[config.mk]
export PLATFORM = sky130hd
export DESIGN_NAME = histo_readout
export DESIGN_NICKNAME = d
export VERILOG_FILES = /design/src/rtl/histo_readout.sv
export SDC_FILE = /design/constraint.sdc
export NUM_CORES = 1
export LEC_CHECK = 0
export ABC_AREA = 0
export CELL_PAD_IN_SITES_DETAIL_PLACEMENT = 1
export CELL_PAD_IN_SITES_GLOBAL_PLACEMENT = 2
export CORE_MARGIN = 4
export CORE_UTILIZATION = 35
export CTS_CLUSTER_DIAMETER = 50
export DETAILED_ROUTE_END_ITERATION = 6
export MAX_ROUTING_LAYER = met4
export PLACE_DENSITY = 0.89
export RECOVER_POWER = 100
export SYNTH_ARGS = -nofsm -noshare
export SYNTH_HDL_FRONTEND = slang
export SYNTH_SLANG_ARGS = --single-unit
[constraint.sdc]
create_clock -name clk_adc -period 2.65 [get_ports clk_adc]
set_input_delay 0.265 -clock clk_adc [delete_from_list [all_inputs] [get_ports clk_adc]]
set_output_delay 0.265 -clock clk_adc [all_outputs]
set_load 0.01 [all_outputs]
[src/rtl/histo_readout.sv]
// histo_readout: reads out the trigger board monitoring histograms.
// On start it steps histostosend through channels 0..NCHAN-1. For each channel
// it waits SETTLE cycles and then latches the eight 32-bit histogram words into
// a shadow register. The channel is sent as a 34-byte frame over a valid/ready
// byte link: header, channel index, then 32 data bytes (word 0 first, each word
// little-endian). An optional one-cycle resethist pulse follows a complete
// readout.
//
// Ports:
//   clk_adc       sole clock, rising edge
//   nrst          asynchronous active-low reset
//   start         readout request (accepted only in IDLE)
//   clear_after   captured with start; request resethist after the last byte
//   histostosend  channel index driven to the histogram block
//   histosin      eight 32-bit histogram words, word k = [32k+31:32k]
//   tx_data       byte to host link
//   tx_valid      tx_data valid
//   tx_ready      host link accepts on tx_valid && tx_ready
//   busy          readout in progress
//   done          one-cycle pulse on return to IDLE after a full readout
//   resethist     one-cycle histogram clear pulse
module histo_readout #(
  parameter int unsigned NCHAN  = 16,
  parameter int unsigned SETTLE = 2,
  parameter logic [7:0]  HDR    = 8'hA5
) (
  input  logic         clk_adc,
  input  logic         nrst,
  input  logic         start,
  input  logic         clear_after,
  output logic [7:0]   histostosend,
  input  logic [255:0] histosin,
  output logic [7:0]   tx_data,
  output logic         tx_valid,
  input  logic         tx_ready,
  output logic         busy,
  output logic         done,
  output logic         resethist
);

  localparam int unsigned CW = 8;
  localparam int unsigned SW = (SETTLE < 2) ? 1 : $clog2(SETTLE);
  localparam int unsigned BW = 5;
  localparam int unsigned DW = 256;

  typedef enum logic [2:0] {
    IDLE   = 3'd0,
    SELECT = 3'd1,
    LATCH  = 3'd2,
    HDR_B  = 3'd3,
    IDX_B  = 3'd4,
    DATA_B = 3'd5,
    NEXT   = 3'd6,
    CLEAR  = 3'd7
  } state_e;

  state_e          state_q, state_d;
  logic [CW-1:0]   chan_q, chan_d;
  logic [SW-1:0]   settle_q, settle_d;
  logic [BW-1:0]   bcnt_q, bcnt_d;
  logic [BW-1:0]   bcnt_nxt;
  logic            clr_q, clr_d;
  logic [DW-1:0]   shadow_q, shadow_d;
  logic [7:0]      tx_data_q, tx_data_d;
  logic            tx_valid_q, tx_valid_d;
  logic            busy_q, busy_d;
  logic            done_q, done_d;
  logic            resethist_q, resethist_d;
  logic            fire;

  // State and output registers.
  always_ff @(posedge clk_adc or negedge nrst) begin
    if (!nrst) begin
      state_q     <= IDLE;
      chan_q      <= '0;
      settle_q    <= '0;
      bcnt_q      <= '0;
      clr_q       <= 1'b0;
      shadow_q    <= '0;
      tx_data_q   <= '0;
      tx_valid_q  <= 1'b0;
      busy_q      <= 1'b0;
      done_q      <= 1'b0;
      resethist_q <= 1'b0;
    end else begin
      state_q     <= state_d;
      chan_q      <= chan_d;
      settle_q    <= settle_d;
      bcnt_q      <= bcnt_d;
      clr_q       <= clr_d;
      shadow_q    <= shadow_d;
      tx_data_q   <= tx_data_d;
      tx_valid_q  <= tx_valid_d;
      busy_q      <= busy_d;
      done_q      <= done_d;
      resethist_q <= resethist_d;
    end
  end

  // Next-state and next-output logic. Outputs are computed for the state being
  // entered, so the registered tx_data/tx_valid line up with the byte states.
  always_comb begin
    state_d     = state_q;
    chan_d      = chan_q;
    settle_d    = settle_q;
    bcnt_d      = bcnt_q;
    clr_d       = clr_q;
    shadow_d    = shadow_q;
    tx_data_d   = tx_data_q;
    tx_valid_d  = tx_valid_q;
    busy_d      = busy_q;
    done_d      = 1'b0;
    resethist_d = 1'b0;
    fire        = tx_valid_q && tx_ready;
    bcnt_nxt    = bcnt_q + BW'(1);

    case (state_q)
      IDLE: begin
        // The done cycle still counts as leaving the readout, so a start seen
        // together with done is dropped.
        if (start && !done_q) begin
          clr_d    = clear_after;
          chan_d   = '0;
          settle_d = '0;
          busy_d   = 1'b1;
          state_d  = SELECT;
        end
      end

      SELECT: begin
        if (settle_q == SW'(SETTLE - 1)) begin
          settle_d = '0;
          state_d  = LATCH;
        end else begin
          settle_d = settle_q + SW'(1);
        end
      end

      LATCH: begin
        shadow_d   = histosin;
        tx_data_d  = HDR;
        tx_valid_d = 1'b1;
        state_d    = HDR_B;
      end

      HDR_B: begin
        if (fire) begin
          tx_data_d = chan_q;
          state_d   = IDX_B;
        end
      end

      IDX_B: begin
        if (fire) begin
          bcnt_d    = '0;
          tx_data_d = shadow_q[7:0];
          state_d   = DATA_B;
        end
      end

      DATA_B: begin
        if (fire) begin
          if (bcnt_q == BW'(31)) begin
            bcnt_d     = '0;
            tx_data_d  = '0;
            tx_valid_d = 1'b0;
            state_d    = NEXT;
          end else begin
            bcnt_d    = bcnt_nxt;
            tx_data_d = shadow_q[{bcnt_nxt, 3'b000} +: 8];
          end
        end
      end

      NEXT: begin
        if (chan_q == CW'(NCHAN - 1)) begin
          if (clr_q) begin
            resethist_d = 1'b1;
            state_d     = CLEAR;
          end else begin
            done_d  = 1'b1;
            busy_d  = 1'b0;
            state_d = IDLE;
          end
        end else begin
          chan_d  = chan_q + CW'(1);
          state_d = SELECT;
        end
      end

      CLEAR: begin
        done_d  = 1'b1;
        busy_d  = 1'b0;
        state_d = IDLE;
      end

      default: begin
        state_d = IDLE;
      end
    endcase
  end

  assign histostosend = chan_q;
  assign tx_data      = tx_data_q;
  assign tx_valid     = tx_valid_q;
  assign busy         = busy_q;
  assign done         = done_q;
  assign resethist    = resethist_q;

endmodule

==> impl_metrics.json, run 1 <==
{
  "outcome": "finished with violations",
  "violations": "max-capacitance violations, max-slew violations",
  "synth.net_count": 1209,
  "clockBufferDepth": 3,
  "ir_drop_mv": 0.449,
  "power_w": 0.0210,
  "syn_area_um2": 13400,
  "syn_inst": 945,
  "via_per_inst": 5.20,
  "leakage_nw": 7.04,
  "routabilityCongestion": 0.816,
  "finClkSkew_ns": 0.0163,
  "die_area_um2": 41300,
  "vias": 9230,
  "clock.fmax_mhz": 391,
  "pin_count": 281,
  "die_w_um": 203,
  "synth_seq_area_share_pct": 53.6,
  "finalSetupTns_ns": 0,
  "drc": 0,
  "avgSynthCellArea_um2": 14.1,
  "ant_nets": 0,
  "cp-start-kind": "flip-flop",
  "critPathKind": "reg2reg",
  "synthFlopType": "dfrtp_1",
  "antenna_found_initial": 5,
  "numCtsBuffers": 38,
  "synth_edf_count": 0,
  "portBuffers": 280,
  "clock_latency_ns": 0.53,
  "area_growth_pct": 35.4,
  "worstPathMaxFanout": 23,
  "grt_max_degree": 90,
  "postLayoutCellArea_um2": 18100,
  "rows": 71,
  "clock_sinks": 286,
  "hold_path_class": "in2reg",
  "crit_required_ns": 3.04,
  "setup_viol": 0,
  "start_util_pct": 35.5,
  "ctsResizeCount": 0,
  "grt-ovfl-total": 0,
  "relSlewSlack_pct": -3.08,
  "min_period_ns": 2.56,
  "hold_buffers": 1,
  "cap_violations": 1,
  "grt_pass1_vias": 10167,
  "async_flop_share_pct": 100,
  "tritoncts": "built",
  "end_kind": "flip-flop",
  "finalCritPeriodShare_pct": 96.6,
  "routed_wl_um": 41700,
  "grt_pass1_wl_um": 62600,
  "cp.arrival_ns": 2.94,
  "placed_area_um2": 16900,
  "cts_setup_buffers": 0,
  "grt_setup_unrepaired": "no",
  "core_area_um2": 37700,
  "yosys_warnings": 0,
  "drive_above_1_share_pct": 32.4,
  "drt_iter0_markers": 442,
  "cts_root_buf": "clkbuf_16",
  "tightest_slew_ns": 1.55,
  "layout.nets": 1500,
  "grt_use_total_pct": 20.4,
  "power.density_nw_per_um2": 1160,
  "path_clk_slew_ns": 0.06,
  "hold_viol": 0,
  "drt_pass1_iterations": 5,
  "slew_viol_final": 55,
  "ys_types": 49,
  "die_y_um": 203,
  "dp_hpwl_um": 31100,
  "ys_ff_latch": 286,
  "ctsHtreeMaxLevel": 2,
  "post_drt_wl_per_cell_um": 23.5
}
-- per-layer routing --
layer | vias to the layer above | global-route usage, % | wire length (um)
met2 | 258 | 33.0 | 20300
met1 | 4815 | 26.7 | 18200
met3 | 66 | 3.28 | 1970
li1 | 4091 | - | -
met4 | 0 | 6.22 | 1230
met5 | - | - | 0
-- worst paths after layout --
| check | slack, ns | start | cells after the start | to |
|---|---|---|---|---|
| worst max-delay path | 0.09 | bcnt_q[0]$_DFFE_PN0P_ | 6 | tx_data[3]$_DFFE_PN0P_ |
| worst min-delay path | 0.34 | histosin[97] | 2 | shadow_q[97]$_DFFE_PN0P_ |
| worst max register to register | 0.09 | bcnt_q[0]$_DFFE_PN0P_ | 6 | tx_data[3]$_DFFE_PN0P_ |
| worst min register to register | 0.50 | shadow_q[160]$_DFFE_PN0P_ | 1 | shadow_q[160]$_DFFE_PN0P_ |
| max in group asynchronous | 0.45 | nrst | 3 | shadow_q[147]$_DFFE_PN0P_ |
| min in group asynchronous | 0.66 | nrst | 2 | histostosend[2]$_DFFE_PN0P_ |
-- logic make-up after synthesis --
family	after synthesis	share of synthesized area, %
AOI/OAI and AO/OA	90	4.58
and+or+nand+nor	145	4.97
adders and majority gates	3	0.281
DFF	286	53.6
buffers and inverters	66	2.49
muxes	345	33.4
xor gates and xnor gates	10	0.712
-- power breakdown --
group / leakage, nW / internal [W] / total (W) / switching (W)
registers: 3.36 / 0.00655 / 0.00794 / 0.00139
clock network: 0.609 / 0.00324 / 0.00518 / 0.00194
logic: 3.07 / 0.00451 / 0.00788 / 0.00337
-- synthesized netlist by cell type (2+ instances only) --
cell type / count / share of area, %
a2111oi_0: 2 / 0.13
a211oi_1: 18 / 1.0
a21oi_1: 16 / 0.60
a22oi_1: 5 / 0.28
a31oi_1: 5 / 0.23
a41oi_1: 5 / 0.33
and2_1: 2 / 0.094
and3_1: 3 / 0.14
and4_1: 2 / 0.13
buf_2: 35 / 1.3
buf_4: 5 / 0.28
buf_6: 3 / 0.25
clkbuf_1: 18 / 0.51
dfrtp_1: 286 / 54
ha_1: 3 / 0.28
inv_1: 5 / 0.14
mux2_2: 258 / 22
mux2i_1: 32 / 2.4
mux4_2: 54 / 9.1
nand2_1: 48 / 1.3
nand2b_1: 2 / 0.094
nand3_1: 11 / 0.41
nand4_1: 2 / 0.094
nor2_1: 54 / 1.5
nor2b_1: 2 / 0.094
nor3_1: 7 / 0.26
nor4_1: 6 / 0.28
o21ai_0: 22 / 0.82
o21ai_1: 4 / 0.15
o22ai_1: 2 / 0.094
o32a_1: 3 / 0.22
xnor2_1: 8 / 0.52
-- final cells by class --
cell class / instances / area [um2]
clock inverter: 13 / 183
clock buffer: 51 / 1080
multi-input combinational: 593 / 5880
timing repair buffer: 312 / 3100
inverter: 5 / 18.8
sequential: 286 / 7160
fill: 3841 / 19600
antenna: 5 / 12.5
tap: 511 / 639
-- sequential cells by signal (all words and copies together) (netlist names) --
register and count:
bcnt_q 5, busy 1, clr_q 1, done 1, histostosend 8, resethist 1
settle_q 1, shadow_q 256, state_q 3, tx_data 8, tx_valid 1
-- worst max-delay path, cell delays in order (launching register included) --
cell	delay [ns]
dfrtp_4	0.50
ha_4	0.40
buf_12	0.23
nor2_1	0.48
a22oi_1	0.24
a41oi_1	0.41
a31oi_1	0.14
-- metrics by stage --
step                std cells  setup WS [ns]  hold slack (ns)  util [%]
floorplan                 945          0.600          -0.0306         -
global placement         1706          0.168            0.225      44.9
detailed placement       1706          0.145            0.233      44.9
CTS                      1771          0.101            0.264      48.2
global route             1776         0.0546            0.331      48.0
finish                   1776         0.0911            0.339      48.0
-- layout by cell type, fill, tap and decap left out, types with 4 or more instances in the layout --
cell / synthesis / final
clkdlybuf4s50_1: 0 / 259
nand2_1: 48 / 48
a21oi_1: 16 / 17
clkbuf_1: 18 / 9
bufinv_16: 0 / 4
diode_2: 0 / 5
buf_6: 3 / 4
buf_4: 5 / 15
a41oi_1: 5 / 5
nor2_1: 54 / 54
inv_1: 5 / 5
o21ai_0: 22 / 23
mux2_2: 258 / 258
clkinvlp_4: 0 / 4
nand3_1: 11 / 11
a31oi_1: 5 / 5
clkbuf_16: 0 / 39
buf_12: 0 / 5
dfrtp_1: 286 / 285
mux4_2: 54 / 54
mux2i_1: 32 / 32
nor3_1: 7 / 7
a22oi_1: 5 / 5
a211oi_1: 18 / 18
xnor2_1: 8 / 7
clkbuf_8: 0 / 6
nor4_1: 6 / 6
dlygate4sd3_1: 0 / 21
No activity file was read; power rests on OpenSTA's default activity.
==> run 2: changes to the inputs <==
Settings changed: CTS_CLUSTER_SIZE set to 40.
==> run 2 against run 1 <==
Compared with the run above: the run still ends with max-capacitance violations, max-slew violations left; sequential share of layout area fell by 0.13 points; maximum frequency rose by 3.0%; sequential cell count is the same; clock-buffer cell count shrank 10; hold slack gained 0.0099 ns; register-to-register slack improved by 0.08 ns; largest cell class unchanged.
==> impl_metrics.json, run 2 (same netlist as run 1, synthesis figures left out) <==
{
  "outcome": "finished with violations",
  "violations": "max-capacitance violations, max-slew violations",
  "numCtsBuffers": 35,
  "tritoncts": "built",
  "min_period_ns": 2.48,
  "die_y_um": 203,
  "cts_root_buf": "clkbuf_16",
  "die_area_um2": 41300,
  "end_kind": "flip-flop",
  "finalSetupTns_ns": 0,
  "ant_nets": 0,
  "placed_area_um2": 16900,
  "vias": 9145,
  "use_met3_pct": 3.63,
  "worstReg2RegEnd": "tx_data[6]$_DFFE_PN0P_",
  "layout_common_cells": "dfrtp_1, clkdlybuf4s50_1, mux2_2",
  "grt_setup_unrepaired": "no",
  "combPwrFrac_pct": 37.0,
  "grt_max_degree": 90,
  "post_drt_wl_per_cell_um": 23.6,
  "cap_violations": 1,
  "setup_viol": 0,
  "hold_path_class": "in2reg",
  "r2r_slack_ns": 0.17,
  "cts_setup_buffers": 0,
  "power.density_nw_per_um2": 1170,
  "final_util_pct": 48.1,
  "grt_pass1_vias": 10239,
  "grt_use_total_pct": 20.6,
  "p_int_w": 0.0145,
  "r2r-start": "bcnt_q[0]$_DFFE_PN0P_",
  "worst_slack_ns": 0.167,
  "routabilityCongestion": 0.816,
  "ctsHtreeMaxLevel": 2,
  "nFillCells": 3826,
  "drt_iter0_markers": 425,
  "via_per_inst": 5.16,
  "leakage_nw": 7.08,
  "portBuffers": 280,
  "core_area_um2": 37700,
  "slew_viol_final": 55,
  "clockBufferDepth": 3,
  "regMostFlops": "shadow_q",
  "power_frac_seq_pct": 37.3,
  "clock_latency_ns": 0.53,
  "clock_sinks": 286,
  "path_clk_slew_ns": 0.08,
  "p_sw_share_pct": 32.1,
  "postLayoutCellArea_um2": 18100,
  "drive_above_1_share_pct": 32.6,
  "min_from": "histosin[218]",
  "largest_reg_flops": 256,
  "layout.nets": 1497,
  "p_clk_share_pct": 25.7,
  "ir_drop_mv": 0.508,
  "holdPathEnd": "shadow_q[218]$_DFFE_PN0P_",
  "critPathKind": "reg2reg",
  "cp.arrival_ns": 2.92,
  "grt-ovfl-total": 0,
  "dp_hpwl_um": 31100,
  "drc": 0,
  "routed_wl_um": 41900,
  "hold_depth": 2,
  "gr-usage-met2_pct": 33.0,
  "hold_buffers": 1,
  "pin_count": 281,
  "ctsResizeCount": 0,
  "finalCritPeriodShare_pct": 93.7,
  "clock.fmax_mhz": 403,
  "relSlewSlack_pct": -2.56,
  "crit_required_ns": 3.09,
  "rows": 71,
  "antenna_found_initial": 5,
  "worstPathMaxFanout": 21,
  "start_util_pct": 35.5,
  "grt_use_met1_pct": 26.9,
  "grt_pass1_wl_um": 63300,
  "globalRoute.busiestLayer": "met2",
  "die_w_um": 203,
  "reg2regPathDepth": 6,
  "tightest_slew_ns": 1.54,
  "pre_cts_ws_ns": 0.145,
  "final_common_cell": "dfrtp_1",
  "finClkSkew_ns": 0.0189,
  "area_growth_pct": 35.8,
  "drt_pass1_iterations": 4,
  "cp-start-kind": "flip-flop",
  "p_switching_w": 0.00683,
  "hold_viol": 0
}
==> run 2: metrics by stage <==
step / std cells / total power, W / hold WS [ns]
5_1_grt: 1774 / 0.0225 / 0.323
6_report: 1774 / 0.0213 / 0.349
4_1_cts: 1769 / 0.0217 / 0.277
2_1_floorplan: 945 / 0.0131 / -0.0306
3_5_place_dp: 1706 / 0.0160 / 0.233
3_3_place_gp: 1706 / 0.0156 / 0.225
==> run 2: critical path, stage by stage (launching register included) <==
cell and delay (ns):
dfrtp_4 0.50, ha_4 0.52, mux4_2 0.34, nand2_1 0.09
a2111oi_0 0.61, a41oi_1 0.13, a31oi_1 0.19
==> run 2: cell type report <==
| cell class | count | area [um2] | area share (%) |
|---|---|---|---|
| sequential | 286 | 7160 | 39.5 |
| multi-input combinational | 593 | 5880 | 32.4 |
| timing repair buffer | 312 | 3090 | 17.1 |
| clock buffer | 41 | 981 | 5.41 |
| tap | 511 | 639 | 3.53 |
| clock inverter | 21 | 350 | 1.93 |
| inverter | 5 | 18.8 | 0.103 |
| antenna | 5 | 12.5 | 0.0690 |
==> run 2: how the worst max path moves through the flow <==
| stage | from | to | slack, ns | cells past startpoint |
|---|---|---|---|---|
| finish | bcnt_q[0]$_DFFE_PN0P_ | tx_data[6]$_DFFE_PN0P_ | 0.17 | 6 |
| global route | state_q[2]$_DFFE_PN0P_ | shadow_q[244]$_DFFE_PN0P_ | 0.05 | 4 |
| CTS | bcnt_q[0]$_DFFE_PN0P_ | tx_data[6]$_DFFE_PN0P_ | 0.1 | 6 |
| detailed placement | bcnt_q[0]$_DFFE_PN0P_ | tx_data[6]$_DFFE_PN0P_ | 0.15 | 6 |
| global placement | bcnt_q[0]$_DFFE_PN0P_ | tx_data[6]$_DFFE_PN0P_ | 0.17 | 6 |
| floorplan | bcnt_q[0]$_DFFE_PN0P_ | tx_data[1]$_DFFE_PN0P_ | 0.60 | 7 |
==> run 2: power by group through the flow <==
stage          registers, W  logic [W]  clock network (W)
2_1_floorplan       0.00733    0.00581                  0
3_3_place_gp        0.00791    0.00772                  0
3_5_place_dp        0.00799    0.00803                  0
4_1_cts             0.00795    0.00811            0.00559
5_1_grt             0.00820    0.00848            0.00578
6_report            0.00795    0.00787            0.00547
==> run 2: metal layers <==
layer	part of all wire [%]	up-vias	routed length [um]
met2	49	270	20600
met1	43	4725	18100
met3	5.0	60	2080
li1	-	4090	-
met5	0	-	0
met4	2.7	0	1150
